--- src/rtl/pipe_pkg.sv ---
// pipe_pkg: stall bit indices, stall patterns and multi-cycle sequencer states
package pipe_pkg;
  localparam int STALL_PC  = 0;
  localparam int STALL_IF  = 1;
  localparam int STALL_ID  = 2;
  localparam int STALL_EX  = 3;
  localparam int STALL_MEM = 4;
  localparam int STALL_WB  = 5;
  localparam logic [5:0] STALL_NONE    = 6'b000000;
  localparam logic [5:0] STALL_LOADUSE = 6'b000111;
  localparam logic [5:0] STALL_MULTI   = 6'b001111;
  typedef enum logic [1:0] {IDLE, BUSY, DONE} seq_state_e;
endpackage

--- src/rtl/pipe_ctrl_ex_multi_seq.sv ---
// ex_multi_seq: start/done/cancel sequencing of multi-cycle EX ops with watchdog
module ex_multi_seq
  import pipe_pkg::*;
#(
  parameter int MULTI_TIMEOUT = 64
) (
  input  logic clk,
  input  logic rst,
  input  logic ex_multi_op,
  input  logic multi_done,
  input  logic flush_req,
  output logic busy,
  output logic done,
  output logic multi_start,
  output logic multi_cancel,
  output logic timeout_err
);
  localparam logic [7:0] WD_LAST = 8'(MULTI_TIMEOUT - 1);
  seq_state_e state, state_n;
  logic [7:0] wd, wd_n;
  logic start, cancel, err_set;
  always_comb begin
    state_n = state;
    wd_n = wd;
    start = 1'b0;
    cancel = 1'b0;
    err_set = 1'b0;
    case (state)
      IDLE: if (ex_multi_op && !flush_req) begin
        start = 1'b1;
        state_n = BUSY;
        wd_n = '0;
      end
      BUSY: if (flush_req) begin
        cancel = 1'b1;
        state_n = IDLE;
      end else if (multi_done) begin
        state_n = DONE;
      end else if (wd == WD_LAST) begin
        cancel = 1'b1;
        err_set = 1'b1;
        state_n = DONE;
      end else begin
        wd_n = wd + 8'd1;
      end
      default: state_n = IDLE;
    endcase
  end
  always_ff @(posedge clk) begin
    if (rst) begin
      state <= IDLE;
      wd <= '0;
      timeout_err <= 1'b0;
    end else begin
      state <= state_n;
      wd <= wd_n;
      timeout_err <= timeout_err | err_set;
    end
  end
  // pulses are gated so a reset cycle never starts or aborts the shared unit
  assign multi_start = start && !rst;
  assign multi_cancel = cancel && !rst;
  assign busy = state == BUSY;
  assign done = state == DONE;
endmodule

--- src/rtl/pipe_ctrl.sv ---
// pipe_ctrl: per-stage stall vector, registered flush/redirect and stall counter
module pipe_ctrl
  import pipe_pkg::*;
#(
  parameter int MULTI_TIMEOUT = 64
) (
  input  logic        clk,
  input  logic        rst,
  input  logic        id_stall_req_i,
  input  logic        ex_multi_op_i,
  input  logic        multi_done_i,
  input  logic        flush_req_i,
  input  logic [31:0] flush_pc_i,
  output logic [5:0]  stall_o,
  output logic        flush_o,
  output logic [31:0] new_pc_o,
  output logic        multi_start_o,
  output logic        multi_cancel_o,
  output logic        timeout_err_o,
  output logic [31:0] stall_cnt_o
);
  logic busy, done;
  ex_multi_seq #(.MULTI_TIMEOUT(MULTI_TIMEOUT)) u_seq (
    .clk(clk),
    .rst(rst),
    .ex_multi_op(ex_multi_op_i),
    .multi_done(multi_done_i),
    .flush_req(flush_req_i),
    .busy(busy),
    .done(done),
    .multi_start(multi_start_o),
    .multi_cancel(multi_cancel_o),
    .timeout_err(timeout_err_o)
  );
  always_comb
    stall_o = (rst || flush_o) ? STALL_NONE :
              (busy || multi_start_o) ? STALL_MULTI :
              (id_stall_req_i && !done) ? STALL_LOADUSE : STALL_NONE;
  always_ff @(posedge clk) begin
    if (rst) begin
      flush_o <= 1'b0;
      new_pc_o <= '0;
      stall_cnt_o <= '0;
    end else begin
      flush_o <= flush_req_i;
      new_pc_o <= flush_pc_i;
      if (stall_o != STALL_NONE && stall_cnt_o != '1) stall_cnt_o <= stall_cnt_o + 32'd1;
    end
  end
endmodule

--- config.mk ---
export PLATFORM = sky130hd
export DESIGN_NAME = pipe_ctrl
export DESIGN_NICKNAME = d
export VERILOG_FILES = /design/src/rtl/pipe_pkg.sv /design/src/rtl/pipe_ctrl_ex_multi_seq.sv /design/src/rtl/pipe_ctrl.sv
export SDC_FILE = /design/constraint.sdc
export NUM_CORES = 1
export LEC_CHECK = 0
export CELL_PAD_IN_SITES_DETAIL_PLACEMENT = 1
export CELL_PAD_IN_SITES_GLOBAL_PLACEMENT = 2
export CORE_MARGIN = 8
export CORE_UTILIZATION = 27
export CTS_BUF_LIST = sky130_fd_sc_hd__clkbuf_8
export CTS_CLUSTER_SIZE = 8
export DETAILED_ROUTE_END_ITERATION = 10
export HOLD_SLACK_MARGIN = 0.03
export PLACE_DENSITY = 0.85
export SLEW_MARGIN = 20
export SYNTH_ARGS = -nofsm -noshare
export SYNTH_HDL_FRONTEND = slang
export SYNTH_SLANG_ARGS = --single-unit
--- constraint.sdc ---
create_clock -name clk -period 2.3 [get_ports clk]
set_input_delay 0.345 -clock clk [delete_from_list [all_inputs] [get_ports clk]]
set_output_delay 0.345 -clock clk [all_outputs]
set_load 0.02 [all_outputs]
==> results.yml, run 1 <==
status:
  status: "complete, no violations"
place:
  finalWeightedCongestion: 0.748
  io_buffers: 109
  dp_hpwl_um: 8090
sta:
  setup_viol: 0
  fmaxAchievable_mhz: 453
  rsz0062_at_grt: "false"
  slew_headroom_pct: 52.8
  fin_skew_ps: 8.30
  period_share_pct: 95.9
  final_max_slew_viol_count: 0
  period_needed_ps: 2210
  holdWs_ps: 327
  tightest_slew_ps: 708
  hold_viol: 0
logic_synthesis:
  ys.flop_type: "dfxtp_1"
  yosys.cell_types.count: 55
  yosysWarningCount: 0
  synth_area_sq_um: 3250
  synth_edf_count: 0
  ys_seq_area_share_pct: 46.9
  ys_ff_latch: 76
  async_reset_ff_share_pct: 0
  synth_cells: 351
  syn-mean-instance-area_sq_um: 9.25
route:
  top_layer: "met4"
  drc: 0
  ant_nets: 0
  drt_iter0_drc: 136
  firstDrtPassIters: 4
  wl_met3_um: 563
  vias_per_cell: 5.01
  met1_length_um: 4610
  routed-wl-met2_um: 5500
  post_drt_wl_per_cell_um: 16.8
  via_count: 3211
  routed_wl_um: 10800
floorplanning:
  start_util_pct: 27.4
  pin_count: 112
  die_w_um: 126
  die_y_um: 126
  row_count: 40
  die_area_sq_um: 15800
  core_area_sq_um: 11900
cts:
  clk_latency_ps: 370
  h-tree-depth: 3
  clockRootBuffer: "clkbuf_8"
  cts_tree: "yes"
  clk_pin_slew_ps: 90
  clkSinkCount: 76
  cts_buffer_depth: 2
  cts_buffers: 9
  cts_hold_buf: 0
power:
  power_uw: 2650
  power_density_nw_per_um2: 545
  irDropWorstVdd_mv: 0.369
  p_leak_uw: 0.00171
global_route:
  grt_pass1_wl_um: 17400
  antenna_found_initial: 0
  grt_pass1_vias: 3291
  grt_util_all_layers_pct: 13.7
  grt-ovfl-total: 0
  grt_max_degree: 66
critical_path:
  cp-end-kind: "output port"
  worstSetupPathType: "in -> out"
  cp.arrival_ps: 1860
  cp-start-kind: "input pin"
  required_ps: 1960
  reg2regPathDepth: 7
  critPathMaxFanout: 5
flow_run:
  drv_cap: 0
cells_and_area:
  diodes: 0
  drive_gt1_share_pct: 15.2
  nNetsFinal: 529
  syn2layout_area_growth_pct: 49.7
worst_hold_path:
  hp-class: "in -> reg"
  hold_depth: 3
==> metal layers <==
metal | vias to the layer above | global-route usage, %
met4 | 0 | 4.01
met1 | 1565 | 15.0
met5 | - | 0
met3 | 8 | 5.19
met2 | 69 | 24.2
li1 | 1569 | -
==> cells in the mapped netlist, types with 2 or more instances <==
cell | n | area share, %
buf_4 | 6 | 1.4
nand2_1 | 21 | 2.4
a21oi_1 | 28 | 4.3
o31a_1 | 2 | 0.54
o31ai_1 | 14 | 3.2
o21a_1 | 2 | 0.46
nor2b_1 | 36 | 6.9
and3_2 | 2 | 0.46
nand2_2 | 2 | 0.39
nand3_1 | 17 | 2.6
o311ai_1 | 5 | 1.3
nand2b_1 | 2 | 0.39
and4_1 | 4 | 1.1
dfxtp_1 | 76 | 47
buf_2 | 3 | 0.46
nor2_1 | 19 | 2.2
o21ai_0 | 9 | 1.4
or3_1 | 10 | 1.9
and2_1 | 3 | 0.58
a311oi_1 | 3 | 0.81
o41ai_1 | 4 | 1.1
inv_1 | 5 | 0.58
clkbuf_1 | 7 | 0.81
nor4_2 | 2 | 0.77
nor3_1 | 4 | 0.62
and3_1 | 3 | 0.58
or4_1 | 15 | 3.5
or2_2 | 2 | 0.39
ha_1 | 2 | 0.77
o21ai_1 | 4 | 0.62
nand4_1 | 11 | 2.1
nor4_1 | 4 | 0.77
buf_8 | 2 | 0.92
==> layout by cell type (no fill, tap or decap), types with 2 or more instances in the layout <==
master and count:
clkdlybuf4s50_1 102, and3_1 3, a311oi_1 3, nor4_2 2, o21ai_0 9, nand3_1 17, and3_2 2, inv_6 4
o41ai_1 4, or4_1 15, or3_1 10, or2_2 2, buf_4 37, nor2b_1 36, nor4_1 4, o31ai_1 14
a21oi_1 28, nor2_1 18, ha_1 2, o31a_1 2, clkbuf_8 9, nor3_1 4, and2_1 3, inv_1 5
nand2_2 2, dlygate4sd2_1 4, conb_1 2, nand2_1 21, o21ai_1 4, o21a_1 2, nand2b_1 2, dfxtp_1 75
o311ai_1 5, and4_1 4, nand4_1 11
==> cell families (layout without fill, tap and decap cells) <==
group           Yosys count  in the layout  share of synthesized area, %
compound gates           80             80                          16.4
fa+ha+maj                 2              2                         0.771
buf+inv                  26            168                          4.74
flops                    76             76                          46.9
mux                       2              2                         0.809
other cells               1              2                         0.115
simple gates            164            164                          30.3
==> layout make-up <==
| type | count | area [sq um] |
|---|---|---|
| fillers | 1363 | 7000 |
| multi-input cells | 250 | 1580 |
| flip-flops and latches | 76 | 1520 |
| repair buffers | 146 | 1370 |
| well taps | 147 | 184 |
| clock buffers | 9 | 124 |
| clock inverters | 7 | 62.6 |
| inverters | 6 | 22.5 |
==> worst paths after layout <==
check,startpoint,to,slack [ps]
max,flush_req_i,stall_o[0],90
max reg2reg,stall_cnt_o[0]$_SDFFE_PP0P_,stall_cnt_o[29]$_SDFFE_PP0P_,200
min,rst,stall_cnt_o[0]$_SDFFE_PP0P_,330
min reg2reg,u_seq.timeout_err$_SDFF_PP0_,u_seq.timeout_err$_SDFF_PP0_,470
==> worst max-delay path, cell delays in order <==
cell             delay (ps)
clkdlybuf4s50_1         410
nand2b_1                170
a2111o_1                450
inv_2                   130
dlygate4sd2_1           350
==> stage by stage <==
stage               instances  util, %  TNS, ps  setup slack [ps]  cell area [sq um]
detailed placement        623     39.3    -3290              -191               4660
finish                    641     41.0        0              93.5               4860
CTS                       639     40.8        0              55.9               4840
floorplan                 352        -        0               228               3250
global route              641     41.0        0              2.18               4860
global placement          623     39.3    -2360              -180               4660
==> power by group <==
| group | leakage (uW) | internal, uW | switching (uW) |
|---|---|---|---|
| sequential | 0.000622 | 1350 | 12.4 |
| clock | 0.0000931 | 416 | 577 |
| combinational | 0.000991 | 153 | 143 |
==> flip-flops by register name, summed over array words and instances, names as in the netlist <==
| name | cells |
|---|---|
| flush_o | 1 |
| new_pc_o | 32 |
| stall_cnt_o | 32 |
| u_seq.state | 2 |
| u_seq.timeout_err | 1 |
| u_seq.wd | 8 |
==> what timing repair did <==
action                                  4_1_cts  5_1_grt
gates resized for setup                      11        3
pin swaps                                     0        2
setup buffers                                 0        2
endpoints found under the setup margin        6        4
endpoints found under the hold margin         0        0
No activity file was read; power rests on OpenSTA's default activity.
==> run 2, diff against run 1 <==
- CELL_PAD_IN_SITES_DETAIL_PLACEMENT: 1 -> default
- CELL_PAD_IN_SITES_GLOBAL_PLACEMENT: 2 -> default
- CORE_UTILIZATION: 27 -> 35
- PLACE_DENSITY: 0.85 -> 0.68
==> run 2 against run 1 <==
Against the previous run: die area is 20% lower; sequential share of layout area increased by 0.65 points; worst setup slack gained 38 ps; clock skew grew 3.7 ps; wire length is 13% lower; via count decreased by 2.2%; design area shrank 2.1%; final cell count decreased by 6.4%; power down 2.7%; highest routed layer unchanged.
==> results.yml, run 2 (synthesized netlist as in run 1, its figures left out) <==
power:
  clockPowerShare_pct: 36.0
  swShare_pct: 26.5
  irDropWorstVdd_mv: 0.248
  sequentialPowerShare_pct: 52.8
  p_comb_share_pct: 11.2
  intPower_uw: 1890
  power_density_nw_per_um2: 542
  switching_power_uw: 684
  p_leak_uw: 0.00167
sta:
  hold_viol: 0
  fin_skew_ps: 12.0
  setup_viol: 0
  fmaxAchievable_mhz: 461
  period_needed_ps: 2170
  holdWs_ps: 357
  final_max_slew_viol_count: 0
  period_share_pct: 94.3
  rsz0062_at_grt: "false"
global_route:
  grt.met1_usage_pct: 16.4
  grt_most_used_layer: "met2"
  met2_usage_pct: 24.4
  grt_pass1_wl_um: 14900
  grt_max_degree: 35
  antenna_found_initial: 0
  grt-ovfl-total: 0
  grt_util_all_layers_pct: 14.4
  grt_pass1_vias: 2993
  gr-usage-met3_pct: 5.37
cts:
  clk_latency_ps: 350
  post_cts_buffers: 0
  cts_buffer_depth: 2
  clkSinkCount: 76
  cts_tree: "yes"
  clk_pin_slew_ps: 90
  clockRootBuffer: "clkbuf_8"
  cts_hold_buf: 0
  h-tree-depth: 3
  cts_buffers: 9
floorplanning:
  row_count: 35
  start_util_pct: 35.6
  die_area_sq_um: 12600
  core_area_sq_um: 9110
  die_w_um: 112
  die_y_um: 112
  pin_count: 112
route:
  drc: 0
  via_count: 3139
  routed_wl_um: 9360
  drt_iter0_drc: 225
  firstDrtPassIters: 6
  ant_nets: 0
  vias_per_cell: 5.23
  post_drt_wl_per_cell_um: 15.6
cells_and_area:
  design_area_sq_um: 4760
  drive_gt1_share_pct: 14.3
  multiInputGateArea_sq_um: 1580
  reg_top3: "new_pc_o (32), stall_cnt_o (32), u_seq.wd (8)"
  nNetsFinal: 524
  num-fill-cells: 849
  seq_area_sq_um: 1520
  final_common_cell: "clkdlybuf4s50_1"
  diodes: 0
  final_cell_mix: "102 x clkdlybuf4s50_1, 76 x dfxtp_1, 36 x nor2b_1"
  syn2layout_area_growth_pct: 46.6
place:
  dp_hpwl_um: 7000
  dpl-instance-area_sq_um: 4600
  io_buffers: 109
  finalWeightedCongestion: 0.798
critical_path:
  worstSetupPathType: "in -> out"
  required_ps: 1960
  cp-start-kind: "input pin"
  critPathMaxFanout: 4
  cp-end-kind: "output port"
  reg2reg_setup_slack_ps: 170
  cp.arrival_ps: 1820
status:
  status: "complete, no violations"
worst_hold_path:
  hp-class: "in -> reg"
flow_run:
  drv_cap: 0
[run 2: cell types whose count changed in the layout (fill, tap and decap cells not counted), sizes merged]
cell and delta:
buf -5, inv -4, clkinv +3, clkbuf +1, clkdlybuf4s15 -1, clkinvlp +1
[run 2: layout make-up]
| cell class | count | share of cell area [%] |
|---|---|---|
| Multi-Input combinational cell | 250 | 33.1 |
| Clock buffer | 9 | 2.60 |
| Timing Repair Buffer | 141 | 27.8 |
| Inverter | 6 | 0.473 |
| Tap cell | 111 | 2.92 |
| Sequential cell | 76 | 32.0 |
| Clock inverter | 7 | 1.08 |
[run 2: routing by layer]
layer / routed length [um] / part of all wire (%) / up-vias
li1: - / - / 1561
met1: 3960 / 42 / 1490
met2: 4640 / 50 / 79
met3: 656 / 7.0 / 9
met4: 95 / 1.0 / 0
met5: 0 / 0 / -
[run 2: path summary, 6_finish.rpt]
check        depth (start not counted)                      endpoint                         start
min reg2reg                          2  u_seq.timeout_err$_SDFF_PP0_  u_seq.timeout_err$_SDFF_PP0_
max                                  6                 multi_start_o                   flush_req_i
min                                  3            flush_o$_SDFF_PP0_                           rst
max reg2reg                          8  stall_cnt_o[19]$_SDFFE_PP0P_   stall_cnt_o[0]$_SDFFE_PP0P_
[run 2: critical path: stages]
cell,delay (ps)
clkdlybuf4s50_1,410
nand2b_1,170
or3_1,330
buf_4,160
nor2_1,70
dlygate4sd2_1,330
[run 2: repair_timing]
| item | 4_1_cts | 5_1_grt |
|---|---|---|
| endpoints found under the setup margin | 6 | 2 |
| gates resized for setup | 7 | 7 |
| gates cloned | 0 | 0 |
[run 2: power by group through the flow]
stage	clock (uW)	sequential, uW	combinational [uW]
floorplan	0	1430	88.5
global placement	0	1390	292
detailed placement	0	1390	296
CTS	957	1360	293
global route	1000	1370	307
finish	928	1360	289
[run 2: per-stage QoR]
step | utilization [%] | setup slack, ps | TNS, ps | total power [uW] | instances
final | 52.3 | 132 | 0 | 2580 | 600
after global routing | 52.3 | 0.224 | 0 | 2670 | 600
after CTS | 52.3 | 2.21 | 0 | 2610 | 600
after detailed placement | 50.5 | -190 | -2620 | 1690 | 584
after global placement | 50.5 | -187 | -2060 | 1680 | 584
after floorplan | - | 228 | 0 | 1520 | 352
